===== config.mk =====
export PLATFORM = sky130hd
export DESIGN_NAME = multicycle_control
export DESIGN_NICKNAME = d
export VERILOG_FILES = /design/src/rtl/multicycle_control_pkg.sv /design/src/rtl/multicycle_control_opcode_class.sv /design/src/rtl/multicycle_control.sv
export SDC_FILE = /design/constraint.sdc
export NUM_CORES = 1
export LEC_CHECK = 0
export BUFFER_PORTS_ARGS = -buffer_cell sky130_fd_sc_hd__buf_2
export CAP_MARGIN = 0
export CORE_AREA = 2 2 55 57
export DETAILED_ROUTE_END_ITERATION = 8
export DIE_AREA = 0 0 57 59
export MAX_ROUTING_LAYER = met4
export PLACE_DENSITY_LB_ADDON = 0.08
export SLEW_MARGIN = 25
export SYNTH_ARGS = -nofsm -noshare
export SYNTH_HDL_FRONTEND = slang
export SYNTH_SLANG_ARGS = --single-unit

===== constraint.sdc =====
create_clock -name clk -period 4.9 [get_ports clk]
set_input_delay 0.245 -clock clk [delete_from_list [all_inputs] [get_ports clk]]
set_output_delay 0.245 -clock clk [all_outputs]
set_load 0.01 [all_outputs]

===== src/rtl/multicycle_control_pkg.sv =====
// Shared definitions for the multicycle MIPS control slice: state encoding,
// opcodes, ALU operation codes, trap causes and datapath selector values.
package multicycle_control_pkg;

  typedef enum logic [3:0] {
    S_FETCH    = 4'd0,
    S_DECODE   = 4'd1,
    S_MEM_ADDR = 4'd2,
    S_MEM_RD   = 4'd3,
    S_MEM_WB   = 4'd4,
    S_MEM_WR   = 4'd5,
    S_R_EXEC   = 4'd6,
    S_ALU_WB   = 4'd7,
    S_I_EXEC   = 4'd8,
    S_I_WB     = 4'd9,
    S_BRANCH   = 4'd10,
    S_JUMP     = 4'd11,
    S_JAL      = 4'd12,
    S_TRAP     = 4'd13
  } state_t;

  localparam logic [5:0] OP_RTYPE = 6'b000000;
  localparam logic [5:0] OP_J     = 6'b000010;
  localparam logic [5:0] OP_JAL   = 6'b000011;
  localparam logic [5:0] OP_BEQ   = 6'b000100;
  localparam logic [5:0] OP_BNE   = 6'b000101;
  localparam logic [5:0] OP_ADDI  = 6'b001000;
  localparam logic [5:0] OP_SLTI  = 6'b001010;
  localparam logic [5:0] OP_ANDI  = 6'b001100;
  localparam logic [5:0] OP_ORI   = 6'b001101;
  localparam logic [5:0] OP_LW    = 6'b100011;
  localparam logic [5:0] OP_SW    = 6'b101011;

  localparam logic [2:0] ALU_ADD   = 3'b000;
  localparam logic [2:0] ALU_SUB   = 3'b001;
  localparam logic [2:0] ALU_FUNCT = 3'b010;
  localparam logic [2:0] ALU_AND   = 3'b011;
  localparam logic [2:0] ALU_OR    = 3'b100;
  localparam logic [2:0] ALU_SLT   = 3'b101;

  localparam logic [1:0] CAUSE_NONE    = 2'd0;
  localparam logic [1:0] CAUSE_ILLEGAL = 2'd1;
  localparam logic [1:0] CAUSE_TIMEOUT = 2'd2;

  localparam logic [1:0] SRCB_REGB    = 2'd0;
  localparam logic [1:0] SRCB_FOUR    = 2'd1;
  localparam logic [1:0] SRCB_IMM     = 2'd2;
  localparam logic [1:0] SRCB_IMM_SH2 = 2'd3;

  localparam logic [1:0] PC_SRC_ALU    = 2'd0;
  localparam logic [1:0] PC_SRC_ALUOUT = 2'd1;
  localparam logic [1:0] PC_SRC_JUMP   = 2'd2;

  localparam logic [1:0] REG_DST_RT = 2'd0;
  localparam logic [1:0] REG_DST_RD = 2'd1;
  localparam logic [1:0] REG_DST_RA = 2'd2;

  localparam logic [1:0] M2R_ALUOUT = 2'd0;
  localparam logic [1:0] M2R_MDR    = 2'd1;
  localparam logic [1:0] M2R_PC     = 2'd2;

  // ALU operation for the immediate-arithmetic group.
  function automatic logic [2:0] imm_alu_op(input logic [5:0] op);
    case (op)
      OP_SLTI: imm_alu_op = ALU_SLT;
      OP_ANDI: imm_alu_op = ALU_AND;
      OP_ORI:  imm_alu_op = ALU_OR;
      default: imm_alu_op = ALU_ADD;
    endcase
  endfunction

endpackage


===== src/rtl/multicycle_control_opcode_class.sv =====
// Combinational opcode classifier, shared with the pipeline decoder.
// Unknown opcodes (including X/Z) fall through to illegal.
module opcode_class
  import multicycle_control_pkg::*;
(
  input  logic [5:0] i_op,
  output logic       o_mem,
  output logic       o_rtype,
  output logic       o_imm,
  output logic       o_branch,
  output logic       o_jump,
  output logic       o_link,
  output logic       o_illegal
);

  always_comb begin
    o_mem     = 1'b0;
    o_rtype   = 1'b0;
    o_imm     = 1'b0;
    o_branch  = 1'b0;
    o_jump    = 1'b0;
    o_link    = 1'b0;
    o_illegal = 1'b0;
    case (i_op)
      OP_LW, OP_SW:                     o_mem    = 1'b1;
      OP_RTYPE:                         o_rtype  = 1'b1;
      OP_ADDI, OP_SLTI, OP_ANDI, OP_ORI: o_imm   = 1'b1;
      OP_BEQ, OP_BNE:                   o_branch = 1'b1;
      OP_J:                             o_jump   = 1'b1;
      OP_JAL: begin
        o_jump = 1'b1;
        o_link = 1'b1;
      end
      default:                          o_illegal = 1'b1;
    endcase
  end

endmodule


===== src/rtl/multicycle_control.sv =====
// Multicycle MIPS main control FSM with memory handshake, bus-timeout trap
// and illegal-opcode trap. Outputs are decoded from the current state.
module multicycle_control
  import multicycle_control_pkg::*;
#(
  parameter int unsigned ALU_OP_W    = 3,
  parameter int unsigned MEM_TIMEOUT = 15,
  parameter int unsigned CNT_W       = 4
) (
  input  logic                clk,
  input  logic                rst,
  input  logic [5:0]          op,
  input  logic                zero,
  input  logic                mem_ready,
  output logic [ALU_OP_W-1:0] alu_op,
  output logic                alu_src_a,
  output logic [1:0]          alu_src_b,
  output logic                i_or_d,
  output logic                mem_read,
  output logic                mem_write,
  output logic                ir_write,
  output logic                pc_write,
  output logic [1:0]          pc_src,
  output logic                reg_write,
  output logic [1:0]          reg_dst,
  output logic [1:0]          mem_to_reg,
  output logic                instr_done,
  output logic                trap,
  output logic [1:0]          trap_cause
);

  state_t           r_state;
  state_t           w_next;
  logic [CNT_W-1:0] r_wait;
  logic [1:0]       r_cause;
  logic [1:0]       w_cause_next;
  logic [5:0]       r_op;
  logic [2:0]       w_alu3;
  logic             w_mem_state;
  logic             w_timeout;
  logic             w_mem, w_rtype, w_imm, w_branch, w_jump, w_link, w_illegal;

  opcode_class u_class (
    .i_op      (op),
    .o_mem     (w_mem),
    .o_rtype   (w_rtype),
    .o_imm     (w_imm),
    .o_branch  (w_branch),
    .o_jump    (w_jump),
    .o_link    (w_link),
    .o_illegal (w_illegal)
  );

  assign w_mem_state = (r_state == S_FETCH) || (r_state == S_MEM_RD) || (r_state == S_MEM_WR);
  // mem_ready on the timeout cycle completes the access instead of trapping.
  assign w_timeout   = (MEM_TIMEOUT != 0) && w_mem_state && !mem_ready &&
                       (r_wait == CNT_W'(MEM_TIMEOUT));

  always_comb begin
    w_next       = r_state;
    w_cause_next = r_cause;
    case (r_state)
      S_FETCH: begin
        if (w_timeout) begin
          w_next       = S_TRAP;
          w_cause_next = CAUSE_TIMEOUT;
        end else if (mem_ready) begin
          w_next = S_DECODE;
        end
      end
      S_DECODE: begin
        if (w_mem)         w_next = S_MEM_ADDR;
        else if (w_rtype)  w_next = S_R_EXEC;
        else if (w_imm)    w_next = S_I_EXEC;
        else if (w_branch) w_next = S_BRANCH;
        else if (w_link)   w_next = S_JAL;
        else if (w_jump)   w_next = S_JUMP;
        else begin
          w_next       = S_TRAP;
          w_cause_next = CAUSE_ILLEGAL;
        end
      end
      S_MEM_ADDR: w_next = (r_op == OP_SW) ? S_MEM_WR : S_MEM_RD;
      S_MEM_RD, S_MEM_WR: begin
        if (w_timeout) begin
          w_next       = S_TRAP;
          w_cause_next = CAUSE_TIMEOUT;
        end else if (mem_ready) begin
          w_next = (r_state == S_MEM_RD) ? S_MEM_WB : S_FETCH;
        end
      end
      S_R_EXEC: w_next = S_ALU_WB;
      S_I_EXEC: w_next = S_I_WB;
      S_MEM_WB, S_ALU_WB, S_I_WB, S_BRANCH, S_JUMP, S_JAL: w_next = S_FETCH;
      S_TRAP:   w_next = S_TRAP;
      default:  w_next = S_FETCH;
    endcase
  end

  always_ff @(posedge clk) begin
    if (rst) begin
      r_state <= S_FETCH;
      r_wait  <= '0;
      r_cause <= CAUSE_NONE;
      r_op    <= '0;
    end else begin
      r_state <= w_next;
      r_cause <= w_cause_next;
      if (r_state == S_DECODE) r_op <= op;
      // Non-memory states and completed accesses leave the counter at zero.
      if (w_mem_state && !mem_ready) r_wait <= r_wait + CNT_W'(1);
      else                           r_wait <= '0;
    end
  end

  assign alu_op = ALU_OP_W'(w_alu3);

  always_comb begin
    w_alu3     = ALU_ADD;
    alu_src_a  = 1'b0;
    alu_src_b  = SRCB_REGB;
    i_or_d     = 1'b0;
    mem_read   = 1'b0;
    mem_write  = 1'b0;
    ir_write   = 1'b0;
    pc_write   = 1'b0;
    pc_src     = PC_SRC_ALU;
    reg_write  = 1'b0;
    reg_dst    = REG_DST_RT;
    mem_to_reg = M2R_ALUOUT;
    instr_done = 1'b0;
    trap       = 1'b0;
    trap_cause = CAUSE_NONE;
    if (!rst) begin
      trap_cause = r_cause;
      case (r_state)
        S_FETCH: begin
          mem_read  = 1'b1;
          alu_src_b = SRCB_FOUR;
          ir_write  = mem_ready;
          pc_write  = mem_ready;
        end
        S_DECODE: alu_src_b = SRCB_IMM_SH2;
        S_MEM_ADDR: begin
          alu_src_a = 1'b1;
          alu_src_b = SRCB_IMM;
        end
        S_MEM_RD: begin
          mem_read = 1'b1;
          i_or_d   = 1'b1;
        end
        S_MEM_WB: begin
          reg_write  = 1'b1;
          mem_to_reg = M2R_MDR;
          instr_done = 1'b1;
        end
        S_MEM_WR: begin
          mem_write  = 1'b1;
          i_or_d     = 1'b1;
          instr_done = mem_ready;
        end
        S_R_EXEC: begin
          alu_src_a = 1'b1;
          w_alu3    = ALU_FUNCT;
        end
        S_ALU_WB: begin
          reg_write  = 1'b1;
          reg_dst    = REG_DST_RD;
          instr_done = 1'b1;
        end
        S_I_EXEC: begin
          alu_src_a = 1'b1;
          alu_src_b = SRCB_IMM;
          w_alu3    = imm_alu_op(r_op);
        end
        S_I_WB: begin
          reg_write  = 1'b1;
          instr_done = 1'b1;
        end
        S_BRANCH: begin
          alu_src_a  = 1'b1;
          w_alu3     = ALU_SUB;
          pc_src     = PC_SRC_ALUOUT;
          pc_write   = (r_op == OP_BEQ) ? zero : ~zero;
          instr_done = 1'b1;
        end
        S_JUMP: begin
          pc_src     = PC_SRC_JUMP;
          pc_write   = 1'b1;
          instr_done = 1'b1;
        end
        S_JAL: begin
          pc_src     = PC_SRC_JUMP;
          pc_write   = 1'b1;
          reg_write  = 1'b1;
          reg_dst    = REG_DST_RA;
          mem_to_reg = M2R_PC;
          instr_done = 1'b1;
        end
        S_TRAP:  trap = 1'b1;
        default: ;
      endcase
    end
  end

endmodule


---- After elaboration in Yosys (flattened, before gate mapping) ----
Cells that the tools add are included.
W data, S select, Z words.
operators by class
  add/subtract/negate cells ............... 1
  bitwise gates (word level) .............. 2
  multiplexer cells ....................... 58
  eq/ne operators ......................... 38
  reduce and logical (&&, ||, !) cells .... 23
operator list
  cell                   count
  $eq A6 B4 Y1 const B   7
  $eq A4 B4 Y1 const B   7
  $pmux W4 S7            1
  $mux W2                12
  $mux W4                6
  $mux W1                23
  $mux W3                7
  $eq A6 B3 Y1 const B   3
  $eq A6 B6 Y1 const B   3
  $pmux W3 S3            2
  $eq A4 B3 Y1 const B   4
  $pmux W2 S2            4
  $reduce_or A2 Y1       8
  $eq A6 B2 Y1 const B   2
  $ne A2 B2 Y1 const B   6
  $reduce_or A4 Y1       3
  $eq A4 B2 Y1 const B   2
  $reduce_and A8 Y1      1
  $logic_not A6 Y1       1
  $pmux W2 S3            1
  $reduce_or A6 Y1       1
  $add A4 B1 Y4 const B  1
  $eq A4 B1 Y1 const B   1
  $logic_not A4 Y1       1
  12 further kinds       15
storage, ports and cells
  output and inout port bits .............. 22
  bits of input ports ..................... 10
  word-level logic and storage cells ...... 126
  flip-flop bits (word level) ............. 16

---- Depth between registers and ports, before layout ----
Gate-level depths: netlist of the first run.
  depth after elaboration ................. 10
  mapped depth ............................ 8

---- By module ----
From an unflattened synthesis of the first run, not the netlist that was laid out.
unflattened totals
  cells, all modules ...................... 199
  area total of the unflattened synthesis .. 1380.1 sq um
by module, submodules not included
  module              sequential area each (sq um)  area each (sq um)  cells each  instances
  multicycle_control  320.3                         1281.2             182         1
  opcode_class        0.0                           98.8               17          1

---- Worst setup path after synthesis of the first run ----
OpenSTA, ideal clock, no wires.
  path kind ............................... reg-to-output
  from .................................... reg r_state[2]
  to ...................................... out pc_write
  setup slack ............................. 3.038 ns
  arrival ................................. 1.617 ns
  path buffers ............................ 2
  required time ........................... 4.655 ns
  stages on the path, launching flop included .. 7
  path through ............................ dfxtp_1 buf_6 clkbuf_1 nand2_1 nor2b_1 or3_1 a221oi_1
between the ends
  longest elaborated chain between the ends .. 4
ends and longest elaborated chain
  element                     RTL line                   source
  start: declaration          multicycle_control.sv:32   state_t r_state;
  start signal: assignment    multicycle_control.sv:107  r_state <= w_next;
  $eq A4 B4 Y1                multicycle_control.sv:136  case (r_state)
  $reduce_or A2 Y1 (no line)  --
  $pmux W1 S3 (*)             multicycle_control.sv:136
  $mux W1 (*)                 multicycle_control.sv:134  if (!rst) begin
  end: declaration            multicycle_control.sv:22   output logic pc_write,
Mark *: on every way between the ends. The rest lies on a longest branch, timed or not.

---- Worst setup path after layout of the first run ----
Same ends and word-level chain as after synthesis.

==> results of run 1 <==
-- metrics by stage --
stage          setup WS, ns  hold WS (ns)
6_report               2.37         0.245
5_1_grt                2.22         0.258
4_1_cts                2.38         0.241
3_5_place_dp           2.61         0.439
3_3_place_gp           2.74         0.433
2_1_floorplan          3.04         0.381
-- layer usage --
| metal | part of all wire | GRT usage |
|---|---|---|
| met1 | 0.44 | 0.292 |
| met2 | 0.49 | 0.399 |
| met3 | 0.064 | 0.0306 |
| met4 | 0.0079 | 0.0831 |
| met5 | 0 | - |
-- cell type report --
class / count / area [um^2] / area share
Sequential cell: 16 / 320 / 0.203
Tap cell: 31 / 38.8 / 0.0246
Multi-Input combinational cell: 163 / 1000 / 0.638
Clock buffer: 4 / 36.3 / 0.0231
Inverter: 5 / 18.8 / 0.0119
Timing Repair Buffer: 31 / 155 / 0.0986
-- how the worst min path moves through the flow --
stage | startpoint | to
4_1_cts | op[3] | r_op[3]
5_1_grt | op[3] | r_op[3]
3_3_place_gp | r_wait[0] | r_wait[0]
6_report | op[3] | r_op[3]
3_5_place_dp | r_wait[0] | r_wait[0]
2_1_floorplan | op[1] | r_op[1]
-- worst max-delay path: cells and delay by family (launching register included) --
kind | cells | cell delay [ns]
AO/OA/AOI/OAI | 1 | 0.25
buffers and inverters | 1 | 0.17
flip-flops | 1 | 0.96
AND/OR/NAND/NOR | 3 | 0.62
-- flip-flops by register name (all words and copies together), names as in the netlist --
| signal | count |
|---|---|
| r_wait | 4 |
| r_cause | 2 |
| r_state | 4 |
| r_op | 6 |
-- kinds of logic (layout without fill, tap and decap cells) --
kind of cell             after synthesis  after routing
AND/OR/NAND/NOR                      106            106
AO/OA/AOI/OAI                         50             50
buffers and inverters                 21             40
flip-flops                            16             16
XOR/XNOR                               4              4
multiplexers                           2              2
adder cells (fa/ha/maj)                1              1
-- cells in the final DEF, fill, tap and decap left out, drive strengths merged, types with 2 or more instances in the layout --
master	instances
buf	31
nor2	25
nand2	24
a21oi	18
dfxtp	16
nor3	12
nand2b	11
nor2b	6
or3	6
inv	5
nand3	5
o21ai	5
nor4	4
o21bai	4
clkbuf	4
a2111oi	3
a31oi	3
xor2	3
and3	3
a211oi	3
mux2i	2
nand3b	2
a221oi	2
or2	2
o32ai	2
o31ai	2
-- power groups by stage --
stage                     combinational (mW)  clock, mW  sequential (mW)
after detailed placement               0.330          0            0.237
after global routing                   0.372     0.0964            0.246
after floorplan                        0.326          0            0.179
after global placement                 0.324          0            0.234
after CTS                              0.332     0.0904            0.234
final                                  0.333     0.0871            0.236
==> metrics.txt, run 1 <==
Crit. Startpoint=r_state[2]; worst stage delay on the critical path=0.96 ns; syn_area_per_cell=7.25 um^2; PostCTS Resize Cnt=0; asr flop ratio synth=0; post-synthesis compound-gate area fraction=0.246; final design utilization=0.581; initial antenna violation count=0; DRT antenna net count=0; RSZ-0062 raised after global routing=false; Data arrival, critical path=2.29 ns; cell area after placement=1540 um^2; Internal=between 0.3 and 0.4 mW; Final Wtd Congestion=0.896; final setup vio count=0; worst slew pin tran=0.958 ns; library cells used by synthesis=just under 60; crit path cell chain=nand2_1, nor2b_1, or3_1, a221oi_1, buf_2; max cap viols=0; PortBufs=31; Post-synth EDFFs=0; Final Cell Area=1570 um^2; post-DP HPWL=2.73 mm; register area share after synthesis=0.221; synth top area cells=dfxtp_1, nor2_1, a21oi_1; top-area cell type share of the netlist area=0.221; PD cells=417 nW/um^2; post-layout minimum cycle time=2.53 ns; placed insts=246; vias in the first global route=approximately 1400; Worst-path clk slew=around 0.090 ns; dominant synthesized flop cell=dfxtp_1; hold-fix buffers at CTS=0; Pwr Total=0.656 mW; Critical Path Sink=pc_write; WL/cell=14.6 um; drt via density=6.06; depth of the worst register-to-register path=6; R2R setup slack=between 2 and 3 ns; final setup TNS=0 ns; slew margin rel.=0.361; TritonRoute pass-1 iters=5; Syn Std Cell Area=1450 um^2; total gr overflow=0; total track usage=0.236; crit share post-route=0.517; Hold WC Path Type=in2reg; final-report hold violation count=0; core area=2710 um^2; Seq pwr share=0.359; Synth Area in Simple Gates=0.395; clock power share=0.133; die area=3360 um^2; Setup crit end kind=primary output; # DRC=0; CTS tree=yes; postcts setup bufs=0; clk sinks=16; worst path required time=approximately 4.7 ns; WL final=3.66 mm; final net count=231; IO Pins=32; Gate power share=0.508; H-Tree Level Count=1; area grow syn2layout=8.54%; fraction of synthesized area in multiplexers=0.0138; critical path class=reg2out; adder-cell share of the synthesized area=0.00863; CTS Buf Count=3; Clk Latency, worst-skew pair=0.28 ns; cell row count=19; Finished Layout Cells=between 200 and 300; critical path peak fanout=27; peak supply drop=0.369 mV; most common cell in the netlist=nor2_1; Ys Warns=0; root buffer cell=clkbuf_4; first-pass GRT wire length=6.28 mm; switch share=0.470; pin count of the biggest net entering global routing=33; status=completed; R2R Path End=r_cause[1]; worst flop-to-flop path startpoint=r_state[0]; leakage power=0.644 nW; layout cells sized above 1=0.228; list of most frequent post-synthesis cells=nor2_1, nand2_1, a21oi_1; Die W=between 50 and 60 um; largest family of logic cells by synthesized area=simple AND/OR/NAND/NOR gates; DIE HEIGHT=59 um; Final Max Tran Viols=0; hold path depth=3; initial DRC count=107; vias=approximately 1500; Synth Area in XOR/XNOR=0.0293; Post-Syn Instances=200; Synth area leader=dfxtp_1; Worst setup SP type=register; synthesized net count=211; initial core utilization=0.535; Worst path slowest cell=dfxtp_1; Net Sw Power=between 0.3 and 0.4 mW; Clock Path Buffers=2; Yosys reg bits=16; f_max=0.395 GHz; ANT cells=0; Setup Skew=0.00802 ns; filler cell count=258
Note: power is estimated with default switching activity, not from simulation.
==> inputs of run 2 (changes only) <==
--- a/config.mk
+++ b/config.mk
@@ -5,11 +5,12 @@
 export SDC_FILE = /design/constraint.sdc
 export NUM_CORES = 1
 export LEC_CHECK = 0
+export ABC_AREA = 1
 export BUFFER_PORTS_ARGS = -buffer_cell sky130_fd_sc_hd__buf_2
 export CAP_MARGIN = 0
-export CORE_AREA = 2 2 55 57
+export CORE_AREA = 2 2 52 54
 export DETAILED_ROUTE_END_ITERATION = 8
-export DIE_AREA = 0 0 57 59
+export DIE_AREA = 0 0 54 56
 export MAX_ROUTING_LAYER = met4
 export PLACE_DENSITY_LB_ADDON = 0.08
 export SLEW_MARGIN = 25
==> constraint.sdc (replaced) <==
create_clock -name clk -period 2.4 [get_ports clk]
set_input_delay 0.12 -clock clk [delete_from_list [all_inputs] [get_ports clk]]
set_output_delay 0.12 -clock clk [all_outputs]
set_load 0.01 [all_outputs]
==> run 2 against run 1 <==
Against the previous run:
- sequential share of layout area grew 2.5 points
- non-clock buffer count is the same
- routed wire length shrank 23%
- combinational power grew 85%
- final area shrank 11%
- cell count grew 5.6%
- utilization shrank 0.36 points
- critical endpoint is now alu_op[0]
- highest routed layer unchanged
==> metrics.txt, run 2 <==
placed insts=261 (+6.1%); Final Max Tran Viols=0 (unchanged); Worst-path clk slew=0.09 ns (about the same); worst path required time=2.28 ns (-2.38 ns); ANT cells=0 (unchanged); Top reg by flops=r_op; asr flop ratio synth=0 (unchanged); list of most frequent post-synthesis cells=nor2_1, nand2_1, inv_1; peak supply drop=0.625 mV (+69%); PostCTS Resize Cnt=0 (unchanged); flip-flop and latch area=320 um^2 (unchanged); layout cells sized above 1=0.205 (-0.0232); most common cell in the netlist=nor2_1; IO Pins=32 (unchanged); most common cell after layout, fill and taps aside=nor2_1; Yosys reg bits=16 (unchanged); f_max=0.519 GHz; Post-synth EDFFs=0 (unchanged); critical path peak fanout=5 (-81%); area grow syn2layout=15.7%; Net Sw Power=0.561 mW (+82%); vias=1330 (-12%); worst slew pin tran=0.384 ns (-0.573 ns); Data arrival, critical path=1.81 ns (-0.48 ns); TritonRoute pass-1 iters=4 (-1); worst stage delay on the critical path=0.42 ns (-0.54 ns); dominant synthesized flop cell=dfxtp_1; initial core utilization=0.499 (-0.0361); Setup crit end kind=primary output; crit share post-route=0.804; postcts setup bufs=0 (unchanged); Clock Path Buffers=2 (unchanged); Ys Warns=0 (unchanged); top-area cell type share of the netlist area=0.264 (+0.0430); switch share=0.483 (+0.0133); Internal=0.601 mW (+73%); Die W=54 um (-5.3%); final net count=247 (+6.9%); initial DRC count=27 (-75%); DIE HEIGHT=56 um (-5.1%); critical path class=reg2out; final setup TNS=0 ns (unchanged); core area=2430 um^2 (-10%); die area=3020 um^2 (-10%); biggest regs=r_op (6), r_state (4), r_wait (4); max reg flops=6 (unchanged); CTS Buf Count=3 (unchanged); crit path cell chain=inv_1, nor2_1, inv_2, nor2_1, inv_2, nor2_2, inv_1, o221ai_2, buf_2; Gate power share=0.529 (+0.021); H-Tree Level Count=1 (unchanged); final setup vio count=0 (unchanged); commonest cells after routing, fill and taps aside=nor2_1, nand2_1, inv_1, buf_2, a21oi_1; Final Hold Slack=0.143 ns (-0.102 ns); clock power share=0.125 (-0.008); hold-fix buffers at CTS=0 (unchanged); cell row count=18 (-1); Hold WC Path Type=in2reg; PD cells=828 nW/um^2 (+99%); synth top area cells=dfxtp_1, nor2_1, nand2_1; DRT antenna net count=0 (unchanged); Seq pwr share=0.347 (-0.012); root buffer cell=clkbuf_4; Clk Latency, worst-skew pair=0.29 ns (about the same); Worst setup SP type=register; pin count of the biggest net entering global routing=23 (-30%); library cells used by synthesis=30 (-49%); post-DP HPWL=2.29 mm (-16%); area of the multi-input gates=722 um^2 (-28%); initial antenna violation count=0 (unchanged); # DRC=0 (unchanged); register area share after synthesis=0.264 (+0.0430); drt via density=5.04 (-17%); syn_area_per_cell=5.92 um^2 (-18%); Synth area leader=dfxtp_1; WL final=2.84 mm (-23%); WL/cell=10.7 um (-27%); total track usage=0.206 (-0.0301); clk sinks=16 (unchanged); Worst Path Buf+Inv=5 (+4); synthesized net count=216 (+2.4%); Setup Skew=0.00232 ns (-0.00570 ns); slew margin rel.=0.744 (+0.383); first-pass GRT wire length=4.71 mm (-25%); total gr overflow=0 (unchanged); final design utilization=0.577 (-0.00363); RSZ-0062 raised after global routing=false; PortBufs=31 (unchanged); status=completed; cell area after placement=1380 um^2 (-10%); Final Wtd Congestion=0.877 (-2.1%); CTS tree=yes; post-layout minimum cycle time=about 1.9 ns; max cap viols=0 (unchanged); Final Cell Area=1400 um^2 (-11%); filler cell count=254 (-1.6%); Worst path slowest cell=dfxtp_1; leakage power=0.713 nW (+11%); vias in the first global route=1151 (-19%); Crit path max-delay family=simple AND/OR/NAND/NOR gates; final-report hold violation count=0 (unchanged); Finished Layout Cells=264 (+5.6%); Post-Syn Instances=205 (+2.5%); Syn Std Cell Area=1210 um^2 (-16%)
## run 2: worst paths after layout
kind | slack, ns | start | to | cells after the start
hold reg to reg | 0.45 | r_wait[0] | r_wait[0] | 1
setup / recovery | 0.47 | r_state[3] | alu_op[0] | 9
hold / removal | 0.14 | op[4] | r_op[4] | 3
setup reg to reg | 0.82 | r_state[2] | r_cause[1] | 6
## run 2: area by class of cell
| type | count | share of cell area |
|---|---|---|
| inverter | 39 | 0.104 |
| clock buffer | 3 | 0.0160 |
| multi-input combinational | 145 | 0.514 |
| tap | 30 | 0.0267 |
| timing repair buffer | 31 | 0.111 |
| sequential | 16 | 0.228 |
## run 2: worst min-delay path, cell delays in order
cell and delay, ns:
buf_2 0.10, o21ai_0 0.08, a21oi_1 0.10
## run 2: cells by family after synthesis
group / Yosys count / share of synthesized area
AOI/OAI and AO/OA: 36 / 0.174
adders and majority gates: 1 / 0.0103
xor gates and xnor gates: 1 / 0.00722
and+or+nand+nor: 107 / 0.403
buffers and inverters: 44 / 0.141
DFF: 16 / 0.264
## run 2: power groups by stage
stage / clock [mW] / sequential (mW) / combinational, mW
after CTS: 0.146 / 0.401 / 0.611
final: 0.145 / 0.403 / 0.615
after global routing: 0.154 / 0.411 / 0.708
after global placement: 0 / 0.405 / 0.600
after detailed placement: 0 / 0.407 / 0.609
after floorplan: 0 / 0.397 / 0.470
## run 2: per-layer routing
layer	GRT usage	wire [um]
met2	0.305	1240
met3	0.0296	135
met1	0.273	1400
met5	-	0
met4	0.0929	63
## run 2: through the flow
| stage | setup slack [ns] | power [mW] |
|---|---|---|
| 3_5_place_dp | 0.803 | 1.02 |
| 6_report | 0.471 | 1.16 |
| 3_3_place_gp | 0.850 | 1.01 |
| 5_1_grt | 0.329 | 1.27 |
| 2_1_floorplan | 1.03 | 0.867 |
| 4_1_cts | 0.472 | 1.16 |
==> inputs of run 3 (changes only) <==
==> constraint.sdc (replaced) <==
create_clock -name clk -period 1.8 [get_ports clk]
set_input_delay 0.09 -clock clk [delete_from_list [all_inputs] [get_ports clk]]
set_output_delay 0.09 -clock clk [all_outputs]
set_load 0.01 [all_outputs]
==> run 3 against run 2 <==
Against the previous run:
- routed wire length grew 1.2%
- global-route usage is essentially flat
- final area grew 1.6%
- clock skew grew 0.0043 ns
- critical path depth shrank 3
- clock power grew 26%
- critical path type unchanged
- largest cell class unchanged
- highest routed layer unchanged
==> metrics.txt, run 3 (synthesized netlist as in run 2, its figures left out) <==
RSZ-0062 raised after global routing=false; post-DP HPWL=2.33 mm (+1.8%); GRT Max-Usage Layer=met2; biggest regs=r_op (6), r_state (4), r_wait (4); worst path required time=1.71 ns (-0.57 ns); PD cells=1100 nW/um^2 (+32%); WL final=2.87 mm (+1.2%); clock power share=0.117 (-0.008); drt via density=4.96 (-1.5%); peak supply drop=0.613 mV (-1.8%); switch share=0.475 (-0.00827); met2 usage=0.331 (+0.0261); status=completed; max cap viols=0 (unchanged); Data arrival, critical path=1.59 ns (-0.22 ns); clk sinks=16 (unchanged); Clock Path Buffers=2 (unchanged); flip-flop and latch area=323 um^2 (+0.78%); TritonRoute pass-1 iters=4 (unchanged); Crit. Startpoint=r_state[2]; Clk Latency, worst-skew pair=0.28 ns (about the same); Net Sw Power=0.742 mW (+32%); cell row count=18 (unchanged); layout cells sized above 1=0.229 (+0.0237); slew margin rel.=0.747 (+0.00342); vias=1320 (-0.75%); Final Hold Slack=0.135 ns (-0.00847 ns); filler cell count=264 (+3.9%); die area=3020 um^2 (unchanged); max reg flops=6 (unchanged); total gr overflow=0 (unchanged); critical path class=reg2out; initial core utilization=0.499 (unchanged); Top reg by flops=r_op; CTS Buf Count=3 (unchanged); initial antenna violation count=0 (unchanged); total track usage=0.206 (-0.000321); PortBufs=31 (unchanged); most common cell after layout, fill and taps aside=nor2_1; Setup Skew=0.00664 ns (+0.00433 ns); final setup TNS=0 ns (unchanged); Hold WC Path Type=in2reg; leakage power=0.722 nW (+1.3%); crit share post-route=0.931; # DRC=0 (unchanged); critical path peak fanout=7 (+2); M1 GR Usage=0.257 (-0.0156); Internal=0.821 mW (+37%); Worst setup SP type=register; Final WS setup=0.123 ns (-0.348 ns); Seq pwr share=0.348 (about the same); post-layout minimum cycle time=1.68 ns; CTS tree=yes; IO Pins=32 (unchanged); M3 GR Usage=0.0430 (+0.0134); commonest cells after routing, fill and taps aside=nor2_1, nand2_1, inv_1, buf_2, a21oi_1; Gate power share=0.536 (+0.007); Die W=54 um (unchanged); root buffer cell=clkbuf_4; DIE HEIGHT=56 um (unchanged); first-pass GRT wire length=4.65 mm (-1.3%); WL/cell=10.8 um (+0.47%); vias in the first global route=1154 (+0.26%); Worst-path clk slew=0.09 ns (about the same); area of the multi-input gates=727 um^2 (+0.69%); H-Tree Level Count=1 (unchanged); DRT antenna net count=0 (unchanged); final-report hold violation count=0 (unchanged); initial DRC count=36 (+33%); final net count=249 (+0.81%); ANT cells=0 (unchanged); worst slew pin tran=0.378 ns (-0.00652 ns); min-delay src=op[5]; worst slack at placement=0.263 ns (-0.540 ns); pin count of the biggest net entering global routing=22 (-4.3%); Setup crit end kind=primary output; Final Max Tran Viols=0 (unchanged); final setup vio count=0 (unchanged); worst flop-to-flop path startpoint=r_state[2]; Final Wtd Congestion=0.853 (-2.8%); area grow syn2layout=17.5%; core area=2430 um^2 (unchanged); f_max=0.596 GHz
==> run 3: changes by cell type in the layout (fill, tap and decap cells not counted), sizes merged <==
cell	change
buf	+2
==> run 3: what timing repair did <==
item	CTS	global route
hold buffers	0	0
endpoints found under the setup margin	2	4
setup buffers	0	0
resized for setup	2	2
==> run 3: per-stage QoR <==
stage	power, mW	util	instance area (um^2)	cells
finish	1.56	0.586	1430	266
global route	1.72	0.586	1430	266
CTS	1.57	0.585	1420	266
detailed placement	1.37	0.574	1400	263
global placement	1.35	0.574	1400	263
floorplan	1.16	-	1210	205
==> run 3: cell type report <==
cell class                 count  area share
multi-input combinational    145       0.510
sequential                    16       0.226
timing repair buffer          33       0.119
inverter                      39       0.103
tap                           30      0.0263
clock buffer                   3      0.0158
==> run 3: worst paths after layout <==
| check | endpoint | depth (start not counted) | slack [ns] |
|---|---|---|---|
| setup / recovery | alu_src_b[1] | 6 | 0.12 |
| hold / removal | r_op[5] | 3 | 0.13 |
| setup reg to reg | r_state[1] | 9 | 0.34 |
| hold reg to reg | r_wait[0] | 1 | 0.46 |
==> run 3: routing by layer <==
| metal | wire, um | part of all wire | vias up |
|---|---|---|---|
| met5 | 0 | 0 | - |
| met1 | 1390 | 0.48 | 572 |
| met2 | 1330 | 0.46 | 21 |
| met4 | 15 | 0.0052 | 0 |
| met3 | 134 | 0.047 | 2 |
| li1 | - | - | 725 |
==> run 3: worst max-delay path, cell delays in order, from the launching register on <==
cell and delay, ns:
dfxtp_1 0.48, nor2_2 0.12, nand2_1 0.16, inv_1 0.10
o31ai_1 0.24, inv_1 0.06, buf_2 0.14
==> run 3: power groups by stage <==
stage                     sequential (mW)  combinational [mW]  clock, mW
final                               0.543               0.838      0.182
after CTS                           0.539               0.838      0.194
after global placement              0.541               0.812          0
after detailed placement            0.547               0.827          0
after floorplan                     0.529               0.627          0
after global routing                0.554               0.962      0.207
